## config.mk

```make
export PLATFORM = sky130hd
export DESIGN_NAME = id_ex_operand_stage
export DESIGN_NICKNAME = d
export VERILOG_FILES = /design/src/rtl/id_ex_operand_stage.sv
export SDC_FILE = /design/constraint.sdc
export NUM_CORES = 1
export LEC_CHECK = 0
export CELL_PAD_IN_SITES_DETAIL_PLACEMENT = 1
export CELL_PAD_IN_SITES_GLOBAL_PLACEMENT = 1
export CORE_MARGIN = 2
export CORE_UTILIZATION = 34
export DETAILED_ROUTE_END_ITERATION = 10
export GPL_TIMING_DRIVEN = 1
export PLACE_DENSITY_LB_ADDON = 0.1
export SYNTH_ARGS = -nofsm -noshare
export SYNTH_HDL_FRONTEND = slang
export SYNTH_SLANG_ARGS = --single-unit
```

## constraint.sdc

```tcl
create_clock -name clk -period 5 [get_ports clk]
set_input_delay 1 -clock clk [delete_from_list [all_inputs] [get_ports clk]]
set_output_delay 1 -clock clk [all_outputs]
set_load 0.05 [all_outputs]
```

## src/rtl/id_ex_operand_stage.sv

```systemverilog
// ID-side operand stage: drives register-file read addresses, resolves operands and fills the ID/EX register.
// Optional same-cycle WB bypass into the operands is enabled by defining IDEX_WB_BYPASS_EN.
module id_ex_operand_stage #(
  parameter int unsigned XLEN   = 32,
  parameter int unsigned REG_AW = 5
) (
  input  logic              clk,
  input  logic              rst_n,
  input  logic              valid_id_i,
  input  logic [31:0]       instr_id_i,
  input  logic [XLEN-1:0]   pc_id_i,
  output logic [REG_AW-1:0] rs1_addr_o,
  output logic [REG_AW-1:0] rs2_addr_o,
  input  logic [XLEN-1:0]   rs1_data_i,
  input  logic [XLEN-1:0]   rs2_data_i,
  input  logic              rd_write_en_wb_i,
  input  logic [REG_AW-1:0] rd_addr_wb_i,
  input  logic [XLEN-1:0]   rd_data_wb_i,
  input  logic              hold_i,
  input  logic              flush_i,
  output logic              stall_id_o,
  output logic              valid_ex_o,
  output logic [XLEN-1:0]   pc_ex_o,
  output logic [31:0]       instr_ex_o,
  output logic [XLEN-1:0]   rs1_data_ex_o,
  output logic [XLEN-1:0]   rs2_data_ex_o,
  output logic [REG_AW-1:0] rs1_addr_ex_o,
  output logic [REG_AW-1:0] rs2_addr_ex_o,
  output logic [REG_AW-1:0] rd_addr_ex_o
);

  localparam int unsigned ILEN = 32;
  localparam logic [6:0] OPC_LUI    = 7'b0110111;
  localparam logic [6:0] OPC_AUIPC  = 7'b0010111;
  localparam logic [6:0] OPC_JAL    = 7'b1101111;
  localparam logic [6:0] OPC_OP     = 7'b0110011;
  localparam logic [6:0] OPC_STORE  = 7'b0100011;
  localparam logic [6:0] OPC_BRANCH = 7'b1100011;
  localparam logic [6:0] OPC_LOAD   = 7'b0000011;

  logic              valid_q,    valid_d;
  logic [XLEN-1:0]   pc_q,       pc_d;
  logic [ILEN-1:0]   instr_q,    instr_d;
  logic [XLEN-1:0]   rs1_data_q, rs1_data_d;
  logic [XLEN-1:0]   rs2_data_q, rs2_data_d;
  logic [REG_AW-1:0] rs1_addr_q, rs1_addr_d;
  logic [REG_AW-1:0] rs2_addr_q, rs2_addr_d;
  logic [REG_AW-1:0] rd_addr_q,  rd_addr_d;

  logic [6:0]        opcode;
  logic              use_rs1, use_rs2, load_use;
  logic [XLEN-1:0]   rs1_src, rs2_src, rs1_op, rs2_op;

  assign rs1_addr_o = REG_AW'(instr_id_i[19:15]);
  assign rs2_addr_o = REG_AW'(instr_id_i[24:20]);
  assign opcode     = instr_id_i[6:0];

  assign use_rs1 = !((opcode == OPC_LUI) || (opcode == OPC_AUIPC) || (opcode == OPC_JAL));
  assign use_rs2 = (opcode == OPC_OP) || (opcode == OPC_STORE) || (opcode == OPC_BRANCH);

  // A load in EX whose result the ID instruction actually consumes
  assign load_use = valid_id_i && valid_q && (instr_q[6:0] == OPC_LOAD) && (rd_addr_q != '0) &&
                    ((use_rs1 && (rd_addr_q == rs1_addr_o)) || (use_rs2 && (rd_addr_q == rs2_addr_o)));

  assign stall_id_o = !flush_i && (hold_i || load_use);

`ifdef IDEX_WB_BYPASS_EN
  assign rs1_src = (rd_write_en_wb_i && (rd_addr_wb_i != '0) && (rd_addr_wb_i == rs1_addr_o))
                   ? rd_data_wb_i : rs1_data_i;
  assign rs2_src = (rd_write_en_wb_i && (rd_addr_wb_i != '0) && (rd_addr_wb_i == rs2_addr_o))
                   ? rd_data_wb_i : rs2_data_i;
`else
  logic unused_wb;
  assign unused_wb = ^{rd_write_en_wb_i, rd_addr_wb_i, rd_data_wb_i};
  assign rs1_src   = rs1_data_i;
  assign rs2_src   = rs2_data_i;
`endif

  // x0 always reads as zero whatever the register file returns
  assign rs1_op = (rs1_addr_o == '0) ? '0 : rs1_src;
  assign rs2_op = (rs2_addr_o == '0) ? '0 : rs2_src;

  // Next-state: flush > hold > load-use bubble > capture
  always_comb begin
    valid_d    = valid_q;
    pc_d       = pc_q;
    instr_d    = instr_q;
    rs1_data_d = rs1_data_q;
    rs2_data_d = rs2_data_q;
    rs1_addr_d = rs1_addr_q;
    rs2_addr_d = rs2_addr_q;
    rd_addr_d  = rd_addr_q;
    if (flush_i) begin
      valid_d = 1'b0;
    end else if (!hold_i) begin
      if (load_use) begin
        valid_d = 1'b0;
      end else begin
        valid_d    = valid_id_i;
        pc_d       = pc_id_i;
        instr_d    = instr_id_i;
        rs1_data_d = rs1_op;
        rs2_data_d = rs2_op;
        rs1_addr_d = rs1_addr_o;
        rs2_addr_d = rs2_addr_o;
        rd_addr_d  = REG_AW'(instr_id_i[11:7]);
      end
    end
  end

  always_ff @(posedge clk or negedge rst_n) begin
    if (!rst_n) begin
      valid_q    <= 1'b0;
      pc_q       <= '0;
      instr_q    <= '0;
      rs1_data_q <= '0;
      rs2_data_q <= '0;
      rs1_addr_q <= '0;
      rs2_addr_q <= '0;
      rd_addr_q  <= '0;
    end else begin
      valid_q    <= valid_d;
      pc_q       <= pc_d;
      instr_q    <= instr_d;
      rs1_data_q <= rs1_data_d;
      rs2_data_q <= rs2_data_d;
      rs1_addr_q <= rs1_addr_d;
      rs2_addr_q <= rs2_addr_d;
      rd_addr_q  <= rd_addr_d;
    end
  end

  assign valid_ex_o    = valid_q;
  assign pc_ex_o       = pc_q;
  assign instr_ex_o    = instr_q;
  assign rs1_data_ex_o = rs1_data_q;
  assign rs2_data_ex_o = rs2_data_q;
  assign rs1_addr_ex_o = rs1_addr_q;
  assign rs2_addr_ex_o = rs2_addr_q;
  assign rd_addr_ex_o  = rd_addr_q;

endmodule
```

* Yosys cells after proc, flatten, opt, wreduce, memory -nomap -nowiden *
Cells that the tools add are included.

cells by class
  equal/unequal tests = 10
  muxes and demuxes = 5
  bitwise logic cells = 3
  reduce and logical (&&, ||, !) cells = 19

operators with widths
  cell                number
  $mux 32             2
  $eq 7x6->1 const B  3
  $eq 7x7->1 const B  2
  $eq 5x5->1          2
  $logic_not 5->1     2
  $eq 7x2->1 const B  1
  $eq 7x5->1 const B  1
  $logic_and 1x1->1   7
  $logic_or 1x1->1    6
  $reduce_bool 5->1   1
  $mux 1              3
  $not 1->1           3
  $reduce_and 3->1    1
  $logic_not 1->1     2
  $ne 2x1->1 const B  1

word-level totals
  bits in registers = 144
  input bits = 171
  output and inout bits = 155
  logic and storage cells = 45

* Logic depth before layout (Yosys ltp) *
  depth in word-level cells = 10
  mapped depth = 9
  mapped depth without buffers = 5

* Worst setup path before layout *
No wires, ideal clock.

  path kind = input port to output port
  start point = input port instr_id_i[3]
  end point = output port stall_id_o
  data arrival time = 2.808 ns
  required time = 4.000 ns
  path slack = 1.192 ns
  stages = 6
  path buffers = 1
  path through = nor3b_1 -> nand4_1 -> clkbuf_1 -> nor2_1 -> o21ai_0 -> a21oi_1

between the ends
  longest elaborated chain between the ends = 9
  elaborated cells on any way between the ends = 17
  those cells by class = eq/ne (6); reduce/logical (11)

RTL lines
  what                                      line  source
  start: declaration                        10    input logic [31:0] instr_id_i,
  $eq 7x6->1 or $eq 7x5->1 (tied branches)  58    assign use_rs1 = !((opcode == OPC_LUI) || (opcode == OPC_AUIPC) || (opcode == OPC_JAL));
  $logic_or 1x1->1 (2 in series)            58
  $logic_not 1->1                           58
  $logic_and 1x1->1                         63    ((use_rs1 && (rd_addr_q == rs1_addr_o)) || (use_rs2 && (rd_addr_q == rs2_addr_o)));
  $logic_or 1x1->1 (*)                      63
  $logic_and 1x1->1 (*)                     62    assign load_use = valid_id_i && valid_q && (instr_q[6:0] == OPC_LOAD) && (rd_addr_q != '0) &&
  $logic_or 1x1->1 (*)                      65    assign stall_id_o = !flush_i && (hold_i || load_use);
  $logic_and 1x1->1 (*)                     65
  end: declaration                          21    output logic stall_id_o,

Mark *: on every way between the ends. The rest lies on a longest branch, timed or not.

* Worst setup path in the final report *
  start point = input port instr_id_i[15]
  end point = output port stall_id_o

between the ends
  longest elaborated chain between the ends = 6

RTL lines
  what               line
  $eq 5x5->1         63
  $logic_and 1x1->1  63
  $logic_or 1x1->1   63
  $logic_and 1x1->1  62
  $logic_or 1x1->1   65
  $logic_and 1x1->1  65

Every way passes these cells.

==> results.ini <==
[timing]
final-hold-violation-count=0
hold_slack_ps=523
post-route-period-util_pct=79.2
slew_viol_final=0
setup-violations-final=0
slew_headroom_pct=30.1
skew_ps=16.0
rsz0062_at_grt=false
tns_ps=0
max_slew.worst_pin.slew_ps=1050
max_freq_ghz=0.252
fin_crit_ps=3960

[setup_path]
end_kind=output pin
slowest_stage=clkdlybuf4s50_1
crit_path_cell_trace=clkdlybuf4s50_1 > xor2_1 > nor3_1 > and3_4 > o21ai_0 > a21oi_1 > buf_12
cp.required_ps=4000
max_stage_delay_ps=490
reg2reg_from=instr_ex_o[8]
critPathMaxFanout=4
start_kind=input port
path_buf_inv=2
path_delay_family=buffers and inverters
reg2reg_depth=7
crit_type=in2out
r2r_slack_ps=2190
crit_path_start=instr_id_i[15]
rr_endpoint=pc_ex_o[25]
crit_arrival_ps=2960

[detailed_routing]
drt-initial-drc-count=387
vias_per_cell=5.64
wl_per_cell_um=20.9
wl_um=28400
route.detailed.drc=0
first_pass_iters=4
num_vias=7669
detail-route-antenna-nets=0

[layout]
finalNetCount=1231
syn_to_final_growth_pct=44.2
mostFrequentLayoutCells=clkdlybuf4s50_1 (285), dfrtp_1 (129), o211ai_1 (122)
drive_gt1_share_pct=6.34
mostFrequentLayoutCell=clkdlybuf4s50_1

[worst_hold_path]
whs_path_depth=2
hold_class=reg2reg
hold_start=rs2_data_ex_o[14]
hold_path_end=rs2_data_ex_o[14]

[synth]
synthCells=861
ys_ff_latch=129
syn-cell-area_sq_um=7690
synth_nets=1032
avgSynthCellArea_sq_um=8.93
yosysWarnings=0
synth_cell_types=38
yosysSeqAreaShare_pct=42.0

[clock_network]
cts_max_path_buffers=2
cts_buffers=17
post_cts_buffers=0
root_buffer=clkbuf_16
holdBufCountCts=0
h-tree-depth=4
cts_tree=done
path_clk_slew_ps=60
clock_latency_ps=420
clock_sink_count=129
post_cts_resized=0

[floorplanning]
die_y_um=154
dieArea_sq_um=23800
io-pin-count=326
start_util_pct=34.3
row_count=55
die_width_um=154
coreArea_sq_um=22400

[grt]
grt_max_degree=182
grt_pass1_wl_um=45000
track_usage_pct=23.5
grt_pass1_vias=7785
antenna_found_initial=1
grt_overflow=0

[place]
portBuffers=287
gp_congestion=0.731
hpwl_um=17300

[power]
ir_worst_vdd_mv=0.201
p_leak_nw=4.01
power_density_nw_per_um2=354

[status]
outcome=finished, final reports clean

[run]
drv_cap=0

how the worst max path moves through the flow:
stage / endpoint / slack (ps) / cells after the start
floorplan: stall_id_o / 1190 / 6
global placement: stall_id_o / 1030 / 7
detailed placement: rs2_data_ex_o[8] / 1040 / 8
CTS: stall_id_o / 1020 / 7
global route: stall_id_o / 920 / 7
finish: stall_id_o / 1040 / 7
per-layer routing:
layer	vias up	wire, um	global-route usage (%)
li1	3608	-	-
met1	3817	12800	31.7
met2	226	13600	38.5
met3	18	1680	5.35
met4	0	326	5.73
met5	-	0	0
cell usage after synthesis:
master,number,area [sq um]
a211o_1,2,17.5
a21oi_1,1,5.00
a221oi_1,59,517
a31o_2,4,35.0
and2_1,120,751
and3_1,2,12.5
and3b_1,1,8.76
buf_2,18,90.1
buf_4,30,225
buf_6,2,22.5
clkbuf_1,71,267
clkbuf_2,2,10.0
dfrtp_1,129,3230
inv_1,3,11.3
mux2_2,1,11.3
nand2_1,11,41.3
nand3_1,120,601
nand4_1,1,6.26
nand4_2,2,25.0
nor2_1,6,22.5
nor2_4,1,11.3
nor2b_1,1,6.26
nor3_1,3,15.0
nor3b_1,2,15.0
nor4_2,1,12.5
nor4_4,1,21.3
o2111ai_1,1,8.76
o211a_1,1,10.0
o211ai_1,122,916
o21ai_0,86,430
o21ai_1,42,210
o21ba_2,1,10.0
o22ai_1,1,6.26
or2_1,1,6.26
or2_2,1,6.26
or4_4,1,11.3
xnor2_1,5,43.8
xor2_1,5,43.8
kinds of logic after synthesis:
family	synth area share, %
AO/OA/AOI/OAI	28.2
XOR/XNOR	1.14
buffers and inverters	8.13
flip-flops	42.0
multiplexers	0.146
AND/OR/NAND/NOR	20.4
power breakdown:
group | switching [W] | internal [W] | leakage [nW] | total, W
clock network | 0.000522 | 0.000707 | 0.273 | 0.00123
registers | 0.000126 | 0.00118 | 1.58 | 0.00130
logic | 0.000884 | 0.000511 | 2.16 | 0.00140
total | 0.00153 | 0.00239 | 4.01 | 0.00393
layout make-up:
cell class                      count  area [sq um]
Timing Repair Buffer              303          3040
Fill cell                        2578         11300
Sequential cell                   129          3230
Multi-Input combinational cell    606          3880
Inverter                            3          11.3
Clock inverter                     13           126
Tap cell                          285           357
Clock buffer                       19           443
Antenna cell                        1          2.50
worst reg2reg max path, delay by kind of cell (launching register included):
family / cells / cell delay (ps)
AOI/OAI and AO/OA: 2 / 410
xor gates and xnor gates: 1 / 170
buffers and inverters: 2 / 1020
DFF: 1 / 570
and+or+nand+nor: 2 / 540
registers in the layout, summed over array words and instances, names as in the netlist:
register	cells
instr_ex_o	32
valid_ex_o	1
rs2_data_ex_o	32
rs1_data_ex_o	32
pc_ex_o	32
metrics by stage:
step / total power [W] / std cells / setup slack (ps) / utilization (%) / instance area, sq um
after floorplan: 0.00218 / 861 / 1190 / - / 7690
after global placement: 0.00270 / 1326 / 1030 / 46.9 / 10500
after detailed placement: 0.00272 / 1326 / 1040 / 46.9 / 10500
after CTS: 0.00397 / 1358 / 1020 / 49.4 / 11100
after global routing: 0.00410 / 1359 / 916 / 49.4 / 11100
final: 0.00393 / 1359 / 1040 / 49.4 / 11100
No activity file was read; power rests on OpenSTA's default activity.
==> RTL change 1 (same flow settings) <==
Build with the macro `IDEX_WB_BYPASS_EN` defined.
--- a/src/rtl/id_ex_operand_stage.sv
+++ b/src/rtl/id_ex_operand_stage.sv
@@ -2,2 +2,4 @@
 // Optional same-cycle WB bypass into the operands is enabled by defining IDEX_WB_BYPASS_EN.
+`define IDEX_WB_BYPASS_EN
+
 module id_ex_operand_stage #(
Function: changed (a bounded check fails within 4 cycles, from zero or initial values and one cycle with rst_n low).
==> RTL change 1 against the unedited design <==
- critical path type unchanged
- combinational power up 19%
- global-route usage decreased by 0.97 points
- clock power grew 4%
- wire length decreased by 14%
- sequential cell count unchanged
- clock skew shrank 0.0049 ns
- total power rose by 8.5%
- design area shrank 2.9%
- setup slack got worse by 0.62 ns
- synthesized area decreased by 8.4%
- count of clock-buffer cells in the layout decreased by 2
==> RTL change 1: results (changes against the unedited design) <==
Outcome
  • Status: finished, final reports clean (unchanged)

Worst setup path
  • Critical Path Start: instr_id_i[24] (was instr_id_i[15])
  • CP Max Fanout: 5 (was 4)
  • R2R setup slack: 1.97 ns (was 2.19 ns)

Timing
  • Worst hold slack: 0.491 ns (was 0.523 ns)
  • Setup ws final: 0.419 ns (was 1.04 ns)
  • Clk_skew: 0.0111 ns (was 0.0160 ns)

GRT
  • Global Route Usage Sum: 22.6% (was 23.5%)
  • Largest net degree at the start of global routing: 101 (was 182)
  • Vias in the first global route: 6612 (was 7785)
  • First-pass GRT wire length: 38300 um (was 45000 um)

Place
  • Port Buffers: 325 (was 287)
  • Worst slack at placement: 0.438 ns (was 1.04 ns)
  • Final HPWL DP: 17400 um (was 17300 um)
  • GPL Wtd Cong: 0.832 (was 0.731)

Finish
  • Layout filler cell count: 2110 (was 2578)
  • Layout cells sized above 1: 17.3% (was 6.34%)
  • Ant. Diodes: 0 (was 1)

Detailed routing
  • WL final: 24500 um (was 28400 um)
  • Vias per cell: 5.08 (was 5.64)
  • DR iter-0 viols: 177 (was 387)

Power
  • NetSw: 1.64 mW (was 1.53 mW)
  • Static Leak: 4.32 nW (was 4.01 nW)
  • Peak VDD IR: 0.206 mV (was 0.201 mV)

Logic synthesis
  • Sequential share of the synthesized area: 45.8% (was 42.0%)
  • Post-Synthesis Cells: 580 (was 861)
  • Synth cell count leaders: dfrtp_1, mux2_4, nand3_1 (was dfrtp_1, o211ai_1, and2_1, nand3_1, o21ai_0)
  • Netlist cell types: 33 (was 38)
  • Syn nets: 751 (was 1032)

Worst hold path
  • Cells on Worst Hold Path: 1 (was 2)
  • Hold Path End: rs1_data_ex_o[14]$_DFFE_PN0P_ (was rs2_data_ex_o[14]$_DFFE_PN0P_)
==> RTL change 1: changes by cell type after synthesis, moves of 42 or more <==
cell      change
mux2_4      +100
and2_1      -118
o211ai_1    -120
nand3_1      -53
a221oi_1     -59
o21ai_1      -42
a21oi_1      +63
==> RTL change 1: layout make-up <==
cell class,instances,share of cell area (%)
well taps,270,3.14
multi-input cells,377,30.2
clock inverters,15,1.59
clock buffers,17,3.95
repair buffers,335,31.0
flip-flops and latches,129,30.0
inverters,2,0.0697
==> RTL change 1: power groups by stage <==
stage	combinational, mW	sequential [mW]	clock [mW]
after floorplan	0.485	1.90	0
after global routing	1.72	1.34	1.36
final	1.66	1.32	1.28
after CTS	1.67	1.32	1.31
after detailed placement	1.66	1.34	0
after global placement	1.64	1.33	0
==> RTL change 1: worst max-delay path, cell delays in order <==
cell and delay [ns]:
clkdlybuf4s50_1 0.55, xor2_1 0.22, nor4_1 0.26, nor4b_2 0.48, a211oi_1 0.15, nor2_1 0.11
clkdlybuf4s50_1 0.81
==> RTL change 1: kinds of logic (layout without fill, tap and decap cells) <==
group / count (synthesis) / count (layout) / share of synthesized area (%)
buf+inv: 74 / 369 / 8.14
compound gates: 138 / 138 / 10.7
xor+xnor: 20 / 20 / 2.49
simple gates: 91 / 91 / 7.09
flops: 129 / 129 / 45.8
mux: 128 / 128 / 25.8
==> RTL change 1: per-layer routing <==
metal  GRT usage [%]  vias up  part of all wire (%)
met3            6.27       30                   7.6
li1                -     2632                     -
met4            6.90        0                   1.6
met1            28.1     2917                    42
met2            38.3      239                    49
met5               0        -                     0
==> RTL change 2 (config.mk and constraints unchanged) <==
Without the edit above. Make the reset (`rst_n`) synchronous in one clocked block.
--- a/src/rtl/id_ex_operand_stage.sv
+++ b/src/rtl/id_ex_operand_stage.sv
@@ -110,3 +110,3 @@
 
-  always_ff @(posedge clk or negedge rst_n) begin
+  always_ff @(posedge clk) begin
     if (!rst_n) begin
Check against the original RTL: differs if rst_n is asserted again (counterexample within 4 cycles, from zero or initial values and one cycle with rst_n low); with rst_n held inactive, the same outputs for 4 cycles.
==> RTL change 2 against the unedited design <==
- critical endpoint unchanged
- setup slack got worse by 0.090 ns
- sequential cell count did not move
- design area fell by 20%
- total power fell by 25%
- utilization rose by 4.6 points
- highest routed layer unchanged
- wire length fell by 36%
- synthesized area fell by 26%
- largest cell class is now non-clock buffers
==> RTL change 2: results (changes against the unedited design) <==
CTS
  • CTS root buf: clkbuf_16 (unchanged)
  • Cts repair resizes: 0 (unchanged)
  • CTS clk-pin slew, worst paths: 0.05 ns
  • Num CTS Buffers: 17 (unchanged)
  • H-tree depth: 4 (unchanged)
  • Clock Tree Buf Depth: 2 (unchanged)
  • Clock latency on the worst-skew pair: 0.41 ns

Finish
  • Ant. Diodes: 0 (was 1)
  • Final nets: 1032 (was 1231)
  • Layout filler cell count: 1889 (was 2578)
  • Layout cells sized above 1: 4.37% (was 6.34%)

Detailed routing
  • Vias per cell: 4.63 (was 5.64)
  • Vias: 5046 (was 7669)
  • DR iter-0 viols: 172 (was 387)
  • DR WL/cell: 16.7 um (was 20.9 um)
  • Drt pass-1 iters: 4 (unchanged)

Timing
  • Clk_skew: 0.0119 ns (was 0.0160 ns)
  • Slew HR: 20.2% (was 30.1%)

Place
  • Placement Cell Area: 0.00835 mm2 (was 0.0105 mm2)
  • Final HPWL DP: 13400 um (was 17300 um)
  • DP Cell Count: 1062 (was 1326)
  • Worst slack at placement: 0.928 ns (was 1.04 ns)
  • GPL Wtd Cong: 0.772 (was 0.731)

Worst hold path
  • Cells on Worst Hold Path: 2 (unchanged)
  • Worst Hold Class: register to register (unchanged)

Outcome
  • Status: finished, final reports clean (unchanged)

Power
  • Peak VDD IR: 0.237 mV (was 0.201 mV)
  • Static Leak: 3.41 nW (was 4.01 nW)

Logic synthesis
  • Post-Synthesis Cells: 619 (was 861)
  • Commonest register cell after synthesis: dfxtp_1 (was dfrtp_1)
  • Syn nets: 790 (was 1032)
  • Post-synth ARST share: 0% (was 100%)
  • Netlist cell types: 27 (was 38)
  • Yosys warns: 0 (unchanged)
  • Sequential share of the synthesized area: 45.1% (was 42.0%)
  • Area contributors post-synth: dfxtp_1, mux2i_1, nand2_1 (was dfrtp_1, o211ai_1, and2_1)
  • Synth cell count leaders: nand2_1, dfxtp_1, mux2i_1 (was dfrtp_1, o211ai_1, and2_1, nand3_1, o21ai_0)

Worst setup path
  • FF-to-FF path depth: 6 (was 7)
  • Critical path arrival: 3.05 ns (was 2.96 ns)

GRT
  • Largest net degree at the start of global routing: 122 (was 182)
  • Global Route Usage Sum: 20.2% (was 23.5%)
  • Vias in the first global route: 5415 (was 7785)
  • Initial antenna violation count: 0 (was 1)
  • First-pass GRT wire length: 28400 um (was 45000 um)
## RTL change 2: changes by cell type after synthesis, sizes merged, moves of 4 or more
cell	before	now
a221oi	59	0
a31o	4	0
mux2i	0	128
nand2	11	258
buf	50	39
o21ai	128	0
o211ai	122	1
dfxtp	0	129
clkbuf	73	28
and2	120	1
nand3	120	2
dfrtp	129	0
nor2	7	2
## RTL change 2: worst max-delay path: stages
cell	delay, ns
clkdlybuf4s50_1	0.49
and2_1	0.23
or4_4	0.53
nor4_4	0.37
nor3_1	0.08
nor2_1	0.13
buf_4	0.22
## RTL change 2: cells by family (layout without fill, tap and decap cells)
group | after synthesis | in the layout | share of synthesized area, %
buffers and inverters | 69 | 320 | 9.99
multiplexers | 128 | 128 | 22.4
AO/OA/AOI/OAI | 5 | 5 | 1.03
flip-flops | 129 | 129 | 45.1
AND/OR/NAND/NOR | 278 | 278 | 20.0
XOR/XNOR | 10 | 10 | 1.53
## RTL change 2: final cells by class
cell class	count	area (um2)	area share [%]
timing repair buffer	290	2920	32.7
sequential	129	2580	28.9
multi-input combinational	421	2570	28.8
clock buffer	22	484	5.43
tap	220	275	3.09
clock inverter	6	82.6	0.926
inverter	2	7.51	0.0842
## RTL change 2: path summary, 6_finish.rpt
check / start / endpoint / slack, ns
worst max register to register: instr_ex_o[11]$_SDFFE_PN0P_ / rs2_data_ex_o[11]$_SDFFE_PN0P_ / 2.47
worst min register to register: rs1_data_ex_o[15]$_SDFFE_PN0P_ / rs1_data_ex_o[15]$_SDFFE_PN0P_ / 0.46
worst min-delay path: rs1_data_ex_o[15]$_SDFFE_PN0P_ / rs1_data_ex_o[15]$_SDFFE_PN0P_ / 0.46
worst max-delay path: instr_id_i[6] / stall_id_o / 0.95
## RTL change 2: per-layer routing
metal	vias to the layer above	global-route usage, %	wire length (um)
met2	178	36.1	9410
met1	2384	21.7	6990
met5	-	0	0
met3	17	8.07	1550
met4	0	6.62	268
li1	2467	-	-
## RTL change 2: power breakdown
part	internal, mW	leakage, nW	total [mW]	switching (mW)
Combinational	0.258	2.07	0.635	0.378
Sequential	1.08	1.06	1.12	0.0343
Clock	0.772	0.280	1.20	0.430
Total	2.11	3.41	2.95	0.842
